`src/rtl/pc_gen_pkg.sv`:
```
// Shared types and constants for the PC generator: FSM state encoding and
// the instruction alignments the generator supports.
package pc_gen_pkg;

  typedef enum logic [1:0] {
    BOOT = 2'd0,
    RUN  = 2'd1,
    HALT = 2'd2
  } pc_state_e;

  localparam int IALIGN_16 = 2;
  localparam int IALIGN_32 = 4;

endpackage

```
`src/rtl/pc_redirect_sel.sv`:
```
// Combinational next-PC selection: fixed-priority redirect choice plus the
// alignment check on whichever redirect target wins.
module pc_redirect_sel
  import pc_gen_pkg::*;
#(
  parameter int XLEN   = 32,
  parameter int IALIGN = IALIGN_32
) (
  input  logic [XLEN-1:0] pc_i,
  input  logic [XLEN-1:0] pc_plus_i,
  input  logic            accept_i,
  input  logic            trap_only_i,
  input  logic            trap_i,
  input  logic [XLEN-1:0] trap_vector_i,
  input  logic            mret_i,
  input  logic [XLEN-1:0] epc_i,
  input  logic            br_taken_i,
  input  logic [XLEN-1:0] br_target_i,
  output logic [XLEN-1:0] next_pc_o,
  output logic            redirect_o,
  output logic            misalign_o
);

  localparam logic [XLEN-1:0] ALIGN_MASK = XLEN'(IALIGN - 1);

  logic [XLEN-1:0] target;

  // Only the highest-priority active source is examined, so a misaligned
  // lower-priority target never masks an aligned higher-priority one.
  always_comb begin
    target     = pc_i;
    redirect_o = 1'b0;
    if (trap_i) begin
      target     = trap_vector_i;
      redirect_o = 1'b1;
    end else if (!trap_only_i && mret_i) begin
      target     = epc_i;
      redirect_o = 1'b1;
    end else if (!trap_only_i && br_taken_i) begin
      target     = br_target_i;
      redirect_o = 1'b1;
    end
  end

  assign misalign_o = redirect_o && ((target & ALIGN_MASK) != '0);

  always_comb begin
    next_pc_o = pc_i;
    if (redirect_o) begin
      if (!misalign_o) next_pc_o = target;
    end else if (accept_i && !trap_only_i) begin
      next_pc_o = pc_plus_i;
    end
  end

endmodule

```
`src/rtl/pc_gen.sv`:
```
// Fetch PC generator: BOOT/RUN/HALT sequencing, the PC register and the
// registered misalignment pulse.
module pc_gen
  import pc_gen_pkg::*;
#(
  parameter int              XLEN         = 32,
  parameter logic [XLEN-1:0] RESET_VECTOR = '0,
  parameter int              IALIGN       = IALIGN_32
) (
  input  logic            clk,
  input  logic            rst_n,
  input  logic            stall_i,
  input  logic            br_taken_i,
  input  logic [XLEN-1:0] br_target_i,
  input  logic            trap_i,
  input  logic [XLEN-1:0] trap_vector_i,
  input  logic            mret_i,
  input  logic [XLEN-1:0] epc_i,
  input  logic            halt_i,
  input  logic            fetch_ready_i,
  output logic [XLEN-1:0] pc_o,
  output logic            pc_valid_o,
  output logic [XLEN-1:0] pc_plus_o,
  output logic            misalign_o,
  output logic [1:0]      state_o
);

  pc_state_e       state_q, state_d;
  logic [XLEN-1:0] pc_q, pc_d;
  logic            misalign_q, misalign_d;

  logic            active;
  logic            accept;
  logic [XLEN-1:0] sel_pc;
  logic            sel_redirect;
  logic            sel_misalign;

  assign active     = (state_q == RUN) || (state_q == HALT);
  assign pc_valid_o = (state_q == RUN);
  assign accept     = pc_valid_o && fetch_ready_i && !stall_i;
  assign pc_plus_o  = pc_q + XLEN'(IALIGN);

  // A pending halt suppresses everything except a trap, just as HALT does.
  pc_redirect_sel #(
    .XLEN   (XLEN),
    .IALIGN (IALIGN)
  ) u_sel (
    .pc_i          (pc_q),
    .pc_plus_i     (pc_plus_o),
    .accept_i      (accept),
    .trap_only_i   ((state_q == HALT) || halt_i),
    .trap_i        (trap_i),
    .trap_vector_i (trap_vector_i),
    .mret_i        (mret_i),
    .epc_i         (epc_i),
    .br_taken_i    (br_taken_i),
    .br_target_i   (br_target_i),
    .next_pc_o     (sel_pc),
    .redirect_o    (sel_redirect),
    .misalign_o    (sel_misalign)
  );

  always_comb begin
    state_d    = state_q;
    pc_d       = active ? sel_pc : pc_q;
    misalign_d = active && sel_misalign;
    case (state_q)
      BOOT: state_d = RUN;
      RUN:  if (halt_i && !trap_i) state_d = HALT;
      HALT: if (sel_redirect && !sel_misalign) state_d = RUN;
      default: begin
        state_d    = RUN;
        pc_d       = pc_q;
        misalign_d = 1'b0;
      end
    endcase
  end

  always_ff @(posedge clk or negedge rst_n) begin
    if (!rst_n) begin
      state_q    <= BOOT;
      pc_q       <= RESET_VECTOR;
      misalign_q <= 1'b0;
    end else begin
      state_q    <= state_d;
      pc_q       <= pc_d;
      misalign_q <= misalign_d;
    end
  end

  assign pc_o       = pc_q;
  assign misalign_o = misalign_q;
  assign state_o    = state_q;

endmodule
```
`config.mk`:
```
export PLATFORM = sky130hd
export DESIGN_NAME = pc_gen
export DESIGN_NICKNAME = d
export VERILOG_FILES = /design/src/rtl/pc_gen_pkg.sv /design/src/rtl/pc_redirect_sel.sv /design/src/rtl/pc_gen.sv
export SDC_FILE = /design/constraint.sdc
export NUM_CORES = 1
export LEC_CHECK = 0
export CAP_MARGIN = 25
export CORE_MARGIN = 2
export CORE_UTILIZATION = 30
export CTS_BUF_LIST = sky130_fd_sc_hd__clkbuf_16
export DETAILED_ROUTE_END_ITERATION = 10
export SYNTH_ARGS = -nofsm -noshare
export SYNTH_HDL_FRONTEND = slang
export SYNTH_HIERARCHICAL = 1
export SYNTH_SLANG_ARGS = --single-unit
```
`constraint.sdc`:
```
create_clock -name clk -period 3.1 [get_ports clk]
set_input_delay 0.93 -clock clk [delete_from_list [all_inputs] [get_ports clk]]
set_output_delay 0.93 -clock clk [all_outputs]
set_load 0.03 [all_outputs]
```
* Word level (Yosys, flattened, before mapping)
Index checks and enable logic that the tools add are counted.
Widths: inputs -> output; s select.
** Cells by class
- Muxes and demuxes :: 13
- Eq/ne operators :: 6
- Add/sub/neg operators :: 1
- Reduce and logical (&&, ||, !) cells :: 22
** Operators with widths (number)
- $mux 32 :: 6
- $add 32x3->32 const B :: 1
- $reduce_bool 32->1 :: 1
- $logic_and 1x1->1 :: 9
- $reduce_and 5->1 :: 1
- $logic_not 1->1 :: 4
- $mux 1 :: 4
- $mux 2 :: 2
- $ne 2x1->1 const B :: 2
- $ne 4x2->1 const B :: 1
- $pmux 2 s2 :: 1
- $reduce_and 4->1 :: 1
- $reduce_or 3->1 :: 1
- $eq 2x1->1 const B :: 1
- $eq 2x2->1 const B :: 1
- $logic_not 2->1 :: 1
- $logic_or 1x1->1 :: 2
- $ne 2x2->1 const B :: 1
- $reduce_and 2->1 :: 1
- $reduce_bool 2->1 :: 1
** Word-level totals
- Input bits :: 104
- Output and inout bits :: 68
- Flip-flop bits (word level) :: 35
- Logic and storage cells :: 46

* Depth between registers and ports, before layout
Gate-level depths: netlist (run 1).
- Depth in word-level cells :: 13
- Mapped depth :: 11
- Gate-level depth less buffers :: 10

* Cells and area by module
The synthesis (run 1) kept the hierarchy.
** By module, submodules not included
- pc_gen :: cells an instance 171, sequential area each 875.8 um2, times used 1, area each 1928.1 um2
- pc_redirect_sel :: cells an instance 238, sequential area each 0.0 um2, times used 1, area each 1747.9 um2

* Worst setup path before layout (run 1)
No wires, ideal clock.
- Kind :: flip-flop to output port
- Start point :: reg pc_q[2] (netlist: pc_o[2])
- End point :: out pc_plus_o[26]
- Data required time :: 2.170 ns
- Data arrival time :: 2.032 ns
- Path slack :: 0.138 ns
- Cell stages (with the launch flop) :: 7
- Buffers on the path :: 1
- Cell sequence :: dfrtp_1 > ha_1 > nand3_1 > nor2_1 > buf_2 > nand4_1 > xnor2_1
** Between the ends
- Word-level cells in the longest chain between the ends :: 1
** Ends and longest elaborated chain
- start, declared :: RTL line pc_gen.sv:29 : logic [XLEN-1:0] pc_q, pc_d;
- start signal, assigned :: RTL line pc_gen.sv:86 : pc_q <= pc_d;
- $add 32x3->32 :: RTL line pc_gen.sv:41 : assign pc_plus_o = pc_q + XLEN'(IALIGN);
- end, declared :: RTL line pc_gen.sv:23 : output logic [XLEN-1:0] pc_plus_o,
Every way passes these cells.

* Worst setup path in the final report (run 1)
- Start point :: in halt_i
- End point :: reg pc_q[3] (netlist: pc_o[3])
** Between the ends
- Elaborated cells between the ends (all ways) :: 19
- Classes of those cells :: eq/ne: 2; mux: 8; reduce/logical: 9
** RTL lines
- start, declared :: RTL line pc_gen.sv:19 : input logic halt_i,
- $logic_or 1x1->1 (*) :: RTL line pc_gen.sv:51 : .trap_only_i ((state_q == HALT) || halt_i),
- $logic_not 1->1 (*) :: RTL line pc_redirect_sel.sv:36, pc_redirect_sel.sv:39
- $logic_and 1x1->1 (on tied branches) :: RTL line pc_redirect_sel.sv:36, pc_redirect_sel.sv:39
- $mux 32 or $mux 1 (tied branches) :: RTL line pc_redirect_sel.sv:36, pc_redirect_sel.sv:39
- $mux 32 or $mux 1 (tied branches) :: RTL line pc_redirect_sel.sv:33, pc_redirect_sel.sv:36
- $mux 32 or $mux 1 (tied branches) :: RTL line pc_redirect_sel.sv:50, pc_redirect_sel.sv:33
- $mux 32 (*) :: RTL line pc_redirect_sel.sv:49 : if (redirect_o) begin
- named net sel_pc[3] :: RTL line pc_gen.sv:34 : logic [XLEN-1:0] sel_pc;
Mark *: on every way through the listed nets, which the timed path passes. The rest lies on a longest branch. The select of a mux whose other input is x is not followed.
A chain may end at the register's enable or synchronous reset.

==> results of run 1 <==
==> routing by layer <==
metal,global-route usage (%),share of wire [%],vias up
met1,27.2,45,1985
met4,4.58,0.98,0
met5,0,0,-
li1,-,-,1967
met2,36.8,48,145
met3,3.71,6.1,9
==> power by group through the flow <==
stage / clock, W / sequential [W] / combinational, W
detailed placement: 0 / 0.000959 / 0.00437
floorplan: 0 / 0.00142 / 0.00222
global placement: 0 / 0.000949 / 0.00431
finish: 0.000478 / 0.000956 / 0.00436
CTS: 0.000488 / 0.000952 / 0.00438
global route: 0.000510 / 0.00100 / 0.00465
==> worst paths after layout <==
| check | from | endpoint | slack (ns) | cells past startpoint |
|---|---|---|---|---|
| max | halt_i | pc_o[3] | 0.11 | 9 |
| min | state_o[0] | state_o[0] | 0.60 | 2 |
| max reg2reg | state_o[0] | pc_o[3] | 0.51 | 10 |
| min reg2reg | state_o[0] | state_o[0] | 0.60 | 2 |
| max in group asynchronous | rst_n | pc_o[3] | 1.71 | 1 |
| min in group asynchronous | rst_n | state_o[1] | 0.77 | 1 |
==> worst max-delay path: cells and delay by family <==
family | cells | cell delay, ns
buffers and inverters | 2 | 0.59
and+or+nand+nor | 2 | 0.69
AOI/OAI and AO/OA | 4 | 0.67
muxes | 1 | 0.26
==> kinds of logic (layout without fill, tap and decap cells) <==
kind of cell | count (synthesis) | after routing | share of synthesized area, %
xor+xnor | 28 | 28 | 6.67
compound gates | 130 | 130 | 31.7
simple gates | 130 | 130 | 19.9
mux | 33 | 33 | 10.1
buf+inv | 50 | 232 | 6.81
flops | 35 | 35 | 23.8
fa+ha+maj | 3 | 3 | 1.02
==> cells in the final DEF, fill, tap and decap left out, types with 5 or more instances in the layout <==
master / netlist / final
buf_12: 0 / 5
buf_4: 3 / 60
clkbuf_16: 0 / 5
clkdlybuf4s50_1: 0 / 146
dfrtp_1: 35 / 33
inv_1: 9 / 10
mux2_2: 32 / 32
nand2_1: 41 / 41
nand2b_1: 33 / 33
nand3_1: 16 / 16
nand4_1: 11 / 11
nor2_1: 7 / 7
o211ai_1: 30 / 30
o221a_1: 30 / 30
o221ai_1: 30 / 30
o22a_1: 30 / 30
xnor2_1: 25 / 23
==> flip-flops by register name, summed over array words and instances (netlist names) <==
register,count
misalign_o,1
pc_o,32
state_o,2
==> what timing repair did <==
item,in CTS,in global routing
endpoints found under the setup margin,1,12
pin swaps,0,0
hold buffers,0,0
resized for setup,1,6
==> metrics by stage <==
step	total power (W)	cell area, µm²	setup TNS [ns]	setup slack, ns
after floorplan	0.00364	3680	0	0.138
after global placement	0.00526	5690	-2.61	-0.110
after detailed placement	0.00533	5690	-3.92	-0.155
after CTS	0.00582	5820	0	0.0366
after global routing	0.00616	5840	0	0.0273
final	0.00580	5840	0	0.108
==> area by class of cell <==
class,count,share of cell area (%)
clock buffer,5,2.14
clock inverter,3,0.193
inverter,9,0.578
multi-input combinational,324,43.9
sequential,35,15.0
tap,147,3.15
timing repair buffer,215,35.0
==> impl_summary.log, run 1 <==
[metrics] outcome: finished, final reports clean
[metrics] cell count after placement: 730
[metrics] area added between synthesis and finish: 59.0%
[metrics] multi-input combinational cell area: ~2600 µm²
[metrics] Clock Path Buffers: 2
[metrics] number of top-level design ports: 172
[metrics] count of buffers inserted at the top-level ports: roughly 170
[metrics] final antenna-violating net count: 0
[metrics] critical path launch point type: primary input
[metrics] combinational power share: around three quarters
[metrics] DIE WIDTH: approximately 110 µm
[metrics] overall die area: around 13000 µm²
[metrics] largest net degree at the start of global routing: approximately 40
[metrics] cell types with the largest area share after synthesis: dfrtp_1 24%, mux2_2 9.8%, o221a_1 9.2%, o221ai_1 7.1%, o22a_1 7.1%
[metrics] Static Leakage: around 2.1 nW
[metrics] critical path required time: ~3.3 ns
[metrics] flip-flop and latch count after synthesis: 35
[metrics] via count: 4106
[metrics] RSZ-0062 raised after global routing: no
[metrics] number of cell rows: 40
[metrics] Pwr Density: a little under 1000 nW/µm²
[metrics] # Max-Cap Violations: 0
[metrics] minimum clock period: 2.99 ns
[metrics] number of CTS-inserted buffers: 5
[metrics] slew of the pin with the lowest slew margin: roughly 0.9 ns
[metrics] average footprint of a synthesized cell: 8.99 µm²
[metrics] list of cells traversed by the critical path: clkdlybuf4s50_1 > or2_2 > nor4b_2 > a31o_1 > o221a_2 > buf_12 > o211ai_1 > o221a_1 > mux2_2
[metrics] CP Max Fanout: 20
[metrics] Worst-path clk slew: about 0.060 ns
[metrics] remaining max-slew budget at the tightest pin: roughly 41%
[metrics] data arrival at the endpoint of the critical path: 3.15 ns
[metrics] leftover overflow at the end of global routing: 0
[metrics] worst setup path class: primary input to flip-flop
[metrics] Worst setup EP type: flip-flop
[metrics] WL/cell: approximately 19 µm
[metrics] number of synthesized flops with an enable pin: 0
[metrics] biggest cell delay along the critical path: between 0.4 and 0.5 ns
[metrics] clock network latency to the later pin of the worst-skew pair: between 0.2 and 0.3 ns
[metrics] number of inserted diodes: 0
[metrics] maximum vdd ir drop: 0.489 mV
[metrics] number of global-route vias before repair: 4207
[metrics] die height: about 110 µm
[metrics] post-route clock skew: 0.00671 ns
[metrics] Clk Tree Root Cell: clkbuf_16
[metrics] switching share of total power: between 40% and 50%
[metrics] highest-delay cell along the critical path: clkdlybuf4s50_1
[metrics] nets@finish: 697
[metrics] CTS tree: yes
[metrics] Netlist cell types: 45
[metrics] net switching power: 0.00278 W
[metrics] sequential share of power: around 17%
[metrics] achievable frequency: between 300 and 400 MHz
[metrics] count of H-tree levels built during CTS: 2
[metrics] post-synth top area share: 23.8%
[metrics] final max-slew violation count: 0
[metrics] via density per instance: 5.56
[metrics] relative contribution of the clock network to total power: approximately 8.2%
[metrics] fraction of final layout cells with drive strength greater than 1: about a fifth
[metrics] period utilization: between 90% and 100%
[metrics] first drt pass iteration count: 4
[metrics] number of antenna violations at the first check in global routing: 0
[metrics] initial detailed-routing violation count: roughly 320
[metrics] area of the mapped netlist: roughly 3700 µm²
[metrics] Filler cells: around 1200
[metrics] Pint: 0.00301 W
[metrics] starting density of the core: slightly above 30%
[metrics] total of endpoints with negative setup slack in the final report: 0
[metrics] TritonCTS sink count: 35
[metrics] count leader, synth: nand2_1
[metrics] total length of routed wires: about 14000 µm
[metrics] fin cells: 738
[metrics] total DRC errors in the routed layout: 0
[metrics] async set or reset register ratio after synthesis: 100%
[metrics] most used flip-flop cell after synthesis: dfrtp_1
[metrics] combined flip-flop and latch cell area: slightly below 900 µm²
[metrics] Min-Delay Path Class: flip-flop to flip-flop
[metrics] ranking of synthesized cells by instance count: 41 x nand2_1, 35 x dfrtp_1, 33 x nand2b_1, 32 x mux2_2
[metrics] estimated wirelength of the detail-placed design: roughly 10000 µm
[metrics] global-route usage over all layers: 21.1%
[metrics] leading area contributor after synthesis: dfrtp_1
[metrics] YS warnings: 6
[metrics] Core Region: approximately 12000 µm²
[metrics] net count after synthesis: around 520
[metrics] fin util: approximately half
[metrics] routability-driven placement congestion ratio: 0.809
[metrics] Post-CTS Setup Bufs: 0
[metrics] final worst hold slack: 0.604 ns
[metrics] number of standard cells after synthesis: between 400 and 500
[metrics] number of endpoints with negative hold slack in the final report: 0
[metrics] first-pass GRT wire length: around 22000 µm
[metrics] Seq/Total Area, Yosys: a little under a quarter
(Power assumes the default switching activity.)
==> inputs of run 2 (changes only) <==
ABC_CLOCK_PERIOD_IN_PS = 3100   (was unset)
CORE_MARGIN = 3   (was 2)
==> run 2 against run 1 <==
Net effect: sequential share of layout area is essentially flat; cell area did not move; first-iteration DRC count down 36%; clock skew shrank 0.0011 ns; cell count down 1.2%; hold slack better by 0.0025 ns; setup slack lost 0.024 ns; critical path type unchanged; largest power group unchanged.
==> impl_summary.log, run 2 (synthesized netlist as in run 1, its figures left out) <==
[metrics] fin cells: between 700 and 800
[metrics] clock network latency to the later pin of the worst-skew pair: about 0.28 ns
[metrics] biggest cell delay along the critical path: 0.42 ns
[metrics] critical path launch point type: primary input
[metrics] global-route usage over all layers: 19.8%
[metrics] flip-flop count of the largest register after layout: 32
[metrics] number of CTS-inserted buffers: 5
[metrics] slew of the pin with the lowest slew margin: approximately 0.86 ns
[metrics] worst setup path class: primary input to flip-flop
[metrics] hold-fix buffer count after cts: 0
[metrics] die height: approximately 120 µm
[metrics] Core Region: 11700 µm²
[metrics] depth of the worst register-to-register path: 10
[metrics] number of global-route vias before repair: 4075
[metrics] nets@finish: slightly below 700
[metrics] Worst setup EP type: flip-flop
[metrics] data arrival at the endpoint of the critical path: approximately 3.2 ns
[metrics] total length of routed wires: ~14000 µm
[metrics] number of top-level design ports: around 170
[metrics] most common cell after layout, fill and taps aside: clkdlybuf4s50_1
[metrics] RSZ-0062 raised after global routing: no
[metrics] post-route clock skew: ~0.0056 ns
[metrics] WL/cell: around 19 µm
[metrics] Pwr Density: approximately 1000 nW/µm²
[metrics] outcome: finished, final reports clean
[metrics] area added between synthesis and finish: 59.0%
[metrics] final max-slew violation count: 0
[metrics] maximum vdd ir drop: around 0.56 mV
[metrics] CTS tree: yes
[metrics] Static Leakage: roughly 2.1 nW
[metrics] Clk Tree Root Cell: clkbuf_16
[metrics] estimated wirelength of the detail-placed design: ~10000 µm
[metrics] Tot Pwr: between 0.005 and 0.006 W
[metrics] end of the worst register-to-register path: pc_o[30]
[metrics] count of buffers inserted at the top-level ports: about 170
[metrics] crit path launch: halt_i
[metrics] first drt pass iteration count: 5
[metrics] initial detailed-routing violation count: roughly 200
[metrics] number of antenna violations at the first check in global routing: 0
[metrics] total DRC errors in the routed layout: 0
[metrics] origin of the critical flop-to-flop path: state_o[0]
[metrics] Clock Path Buffers: 2
[metrics] final antenna-violating net count: 0
[metrics] internal reg-to-reg setup slack: around 0.50 ns
[metrics] first-pass GRT wire length: roughly 21000 µm
[metrics] remaining max-slew budget at the tightest pin: between 40% and 50%
[metrics] TritonCTS sink count: 35
[metrics] number of inserted diodes: 0
[metrics] fraction of final layout cells with drive strength greater than 1: between 10% and 20%
[metrics] largest net degree at the start of global routing: 36
[metrics] Min-Delay Path Class: flip-flop to flip-flop
[metrics] count of H-tree levels built during CTS: 2
[metrics] achievable frequency: 332 MHz
[metrics] list of cells traversed by the critical path: clkdlybuf4s50_1 > or2_2 > nor4b_2 > a31o_1 > o221a_2 > buf_12 > o211ai_1 > o221a_1 > mux2_2
[metrics] CP Max Fanout: 14
[metrics] number of cell rows: 39
[metrics] number of endpoints with negative hold slack in the final report: 0
[metrics] highest-delay cell along the critical path: clkdlybuf4s50_1
[metrics] DIE WIDTH: 117 µm
[metrics] critical path required time: about 3.3 ns
[metrics] leftover overflow at the end of global routing: 0
[metrics] via count: between 4000 and 5000
[metrics] Worst-path clk slew: approximately 0.06 ns
[metrics] minimum clock period: ~3.0 ns
[metrics] overall die area: between 10000 and 15000 µm²
[metrics] total of endpoints with negative setup slack in the final report: 0
[metrics] most used cells in the layout excluding fill and tap cells: 144 x clkdlybuf4s50_1, 55 x buf_4, 41 x nand2_1
[metrics] worst setup path endpoint: pc_o[30]
[metrics] routability-driven placement congestion ratio: 0.837
[metrics] via density per instance: approximately 5.6
[metrics] cell count after placement: 719
[metrics] # Max-Cap Violations: 0
[metrics] final worst hold slack: about 0.61 ns
[metrics] period utilization: around 97%
[metrics] setup_tns: 0 ns
[metrics] starting density of the core: about a third
==> run 2: changes by cell type in the layout (fill, tap and decap cells not counted), moves of 2 or more <==
cell,delta
buf_4,-5
clkdlybuf4s50_1,-2
dfrtp_1,+2
dfrtp_2,-2
dlymetal6s2s_1,+2
==> run 2: cell type report <==
cell class              count  area, µm²
multi-input cells         324       2580
clock inverters             3       38.8
clock buffers               5        125
repair buffers            210       2010
flip-flops and latches     35        876
inverters                   9       33.8
fillers                  1116       5870
well taps                 143        179
==> run 2: report_power, final <==
| group | switching, W | internal (W) |
|---|---|---|
| logic | 0.00227 | 0.00201 |
| registers | 0.000299 | 0.000678 |
| clock network | 0.000191 | 0.000375 |
==> run 2: through the flow <==
stage	cell area [µm²]	setup slack, ns	utilization [%]
final	5840	0.0848	49.9
after global routing	5840	0.00432	49.9
after CTS	5780	0.0368	49.4
after detailed placement	5620	-0.164	47.9
after global placement	5620	-0.127	47.9
after floorplan	3680	0.138	-
==> run 2: critical path: cells and delay by family <==
kind	cells	cell delay [ns]
mux	1	0.26
buf+inv	2	0.58
compound gates	4	0.71
simple gates	2	0.69
==> run 2: worst min-delay path by stage <==
| stage | startpoint | endpoint | slack [ns] | cells past startpoint |
|---|---|---|---|---|
| floorplan | rst_n | misalign_o | 0.63 | 0 |
| global placement | state_o[0] | state_o[0] | 0.58 | 2 |
| detailed placement | state_o[0] | state_o[0] | 0.60 | 2 |
| CTS | state_o[0] | state_o[0] | 0.61 | 2 |
| global route | state_o[0] | state_o[0] | 0.64 | 2 |
| finish | state_o[0] | state_o[0] | 0.61 | 2 |
==> run 2: what timing repair did <==
action,4_1_cts,5_1_grt
resized for setup,2,7
setup endpoints to repair,3,11
buffers inserted,0,2
pin swaps,0,1
==> run 2: routing by layer <==
layer	vias up	track usage [%]	share of wire, %
met5	-	0	0
met4	0	3.36	0.71
met3	14	4.51	7.9
met2	186	33.8	48
met1	1909	25.9	44
li1	1954	-	-
==> inputs of run 3 (changes only) <==
--- a/config.mk
+++ b/config.mk
@@ -7,3 +7,3 @@
 export LEC_CHECK = 0
-export ABC_CLOCK_PERIOD_IN_PS = 3100
+export ABC_CLOCK_PERIOD_IN_PS = 2500
 export CAP_MARGIN = 25
@@ -13,2 +13,3 @@
 export DETAILED_ROUTE_END_ITERATION = 10
+export SKIP_CTS_REPAIR_TIMING = 1
 export SYNTH_ARGS = -nofsm -noshare
==> constraint.sdc (replaced) <==
create_clock -name clk -period 2.5 [get_ports clk]
set_input_delay 0.5 -clock clk [delete_from_list [all_inputs] [get_ports clk]]
set_output_delay 0.5 -clock clk [all_outputs]
set_load 0.03 [all_outputs]
==> run 3 against run 2 <==
Net effect: die area is the same; hold slack lost 0.28 ns; first-iteration DRC count grew 34%; count of clock-buffer cells in the layout is the same; critical path depth shrank 3; sequential share of layout area shrank 0.72 points; setup slack lost 0.022 ns; critical path type is now flip-flop to output port.
==> impl_summary.log, run 3 (synthesized netlist as in run 1, its figures left out) <==
[metrics] starting density of the core: about a third
[metrics] Post-Place Cell Area: approximately 5700 µm²
[metrics] number of top-level design ports: approximately 170
[metrics] flip-flop count of the largest register after layout: 32
[metrics] area added between synthesis and finish: 67.9%
[metrics] fin util: a little over half
[metrics] DIE WIDTH: ~120 µm
[metrics] count of buffers inserted at the top-level ports: approximately 170
[metrics] number of CTS-inserted buffers: 5
[metrics] total length of routed wires: 14400 µm
[metrics] global-route usage over all layers: roughly 20%
[metrics] first-pass GRT wire length: between 20000 and 25000 µm
[metrics] outcome: finished, final reports clean
[metrics] final max-slew violation count: 0
[metrics] clock network latency to the later pin of the worst-skew pair: between 0.2 and 0.3 ns
[metrics] total of endpoints with negative setup slack in the final report: 0
[metrics] combined flip-flop and latch cell area: around 880 µm²
[metrics] number of cell rows: 39
[metrics] via count: roughly 4200
[metrics] data arrival at the endpoint of the critical path: slightly below 2 ns
[metrics] die height: around 120 µm
[metrics] final worst hold slack: ~0.33 ns
[metrics] nets@finish: about 700
[metrics] worst setup path class: flip-flop to output port
[metrics] number of inserted diodes: 0
[metrics] routability-driven placement congestion ratio: roughly 0.82
[metrics] Tot Pwr: ~0.0075 W
[metrics] Clock Path Buffers: 2
[metrics] multi-input combinational cell area: between 2000 and 3000 µm²
[metrics] period utilization: 97.5%
[metrics] largest net degree at the start of global routing: between 40 and 50
[metrics] initial detailed-routing violation count: approximately 270
[metrics] Worst-path clk slew: about 0.06 ns
[metrics] number of global-route vias before repair: roughly 4200
[metrics] maximum vdd ir drop: a little under 0.7 mV
[metrics] critical path launch point type: flip-flop
[metrics] WL/cell: 19.2 µm
[metrics] via density per instance: about 5.5
[metrics] most common cell after layout, fill and taps aside: clkdlybuf4s50_1
[metrics] count of H-tree levels built during CTS: 2
[metrics] Worst setup EP type: output port
[metrics] end of the worst register-to-register path: pc_o[29]
[metrics] minimum clock period: 2.44 ns
[metrics] number of antenna violations at the first check in global routing: 0
[metrics] CTS tree: yes
[metrics] TritonCTS sink count: 35
[metrics] internal reg-to-reg setup slack: around 0.090 ns
[metrics] Pwr Density: 1210 nW/µm²
[metrics] estimated wirelength of the detail-placed design: between 10000 and 15000 µm
[metrics] Filler cells: approximately 1100
[metrics] achievable frequency: between 400 and 500 MHz
[metrics] depth of the worst register-to-register path: 10
[metrics] slew of the pin with the lowest slew margin: between 0.8 and 0.9 ns
[metrics] fraction of final layout cells with drive strength greater than 1: a little over a quarter
[metrics] final instance area: 6170 µm²
[metrics] total DRC errors in the routed layout: 0
[metrics] Min-Delay Path Class: primary input to asynchronous set/reset pin
[metrics] Clk Tree Root Cell: clkbuf_16
[metrics] Core Region: about 12000 µm²
[metrics] Static Leakage: about 2.3 nW
[metrics] remaining max-slew budget at the tightest pin: a little over two fifths
[metrics] first drt pass iteration count: 5
[metrics] origin of the critical flop-to-flop path: state_o[0]
[metrics] leftover overflow at the end of global routing: 0
[metrics] critical path required time: around 2 ns
[metrics] post-route clock skew: slightly above 0.008 ns
[metrics] CP Max Fanout: 6
[metrics] # Max-Cap Violations: 0
[metrics] final antenna-violating net count: 0
[metrics] most used cells in the layout excluding fill and tap cells: 143 x clkdlybuf4s50_1, 68 x buf_4, 41 x nand2_1
[metrics] overall die area: around 14000 µm²
[metrics] number of endpoints with negative hold slack in the final report: 0
==> run 3: worst max-delay path: stages (launching register included) <==
cell     delay [ns]
dfrtp_2        0.39
nand3_2        0.12
nor4_4         0.37
buf_6          0.18
nand4_1        0.20
xnor2_2        0.25
buf_6          0.16
==> run 3: final cells by class <==
| type | instances | area share (%) |
|---|---|---|
| clock buffer | 5 | 2.03 |
| clock inverter | 3 | 0.182 |
| inverter | 9 | 0.547 |
| multi-input combinational | 324 | 43.5 |
| sequential | 35 | 14.3 |
| tap | 143 | 2.90 |
| timing repair buffer | 234 | 36.5 |
==> run 3: worst max-delay path by stage <==
| stage | to | slack (ns) | from |
|---|---|---|---|
| 6_report | pc_plus_o[31] | 0.06 | pc_o[20] |
| 4_1_cts | pc_plus_o[9] | -0.09 | pc_o[7] |
| 3_3_place_gp | pc_o[17] | -0.25 | halt_i |
| 5_1_grt | pc_plus_o[14] | -0.02 | pc_o[2] |
| 3_5_place_dp | pc_o[19] | -0.28 | halt_i |
| 2_1_floorplan | pc_plus_o[18] | 0.003 | pc_o[2] |
==> run 3: report_power, final <==
group          internal (W)  switching, W
Combinational       0.00275       0.00303
Clock              0.000358      0.000224
Sequential         0.000849      0.000263
==> run 3: stage by stage <==
step                worst slack (ns)  TNS [ns]  cells
finish                        0.0625         0    753
global route                 -0.0234   -0.0545    753
CTS                          -0.0867    -0.151    739
detailed placement            -0.279     -8.22    731
global placement              -0.249     -7.57    731
floorplan                    0.00260         0    409
==> run 3: routing by layer <==
| metal | up-vias | track usage (%) | part of all wire [%] |
|---|---|---|---|
| met5 | - | 0 | 0 |
| met4 | 0 | 5.05 | 1.7 |
| met3 | 16 | 5.13 | 7.9 |
| met2 | 174 | 33.8 | 47 |
| met1 | 1964 | 26.6 | 43 |
| li1 | 2005 | - | - |
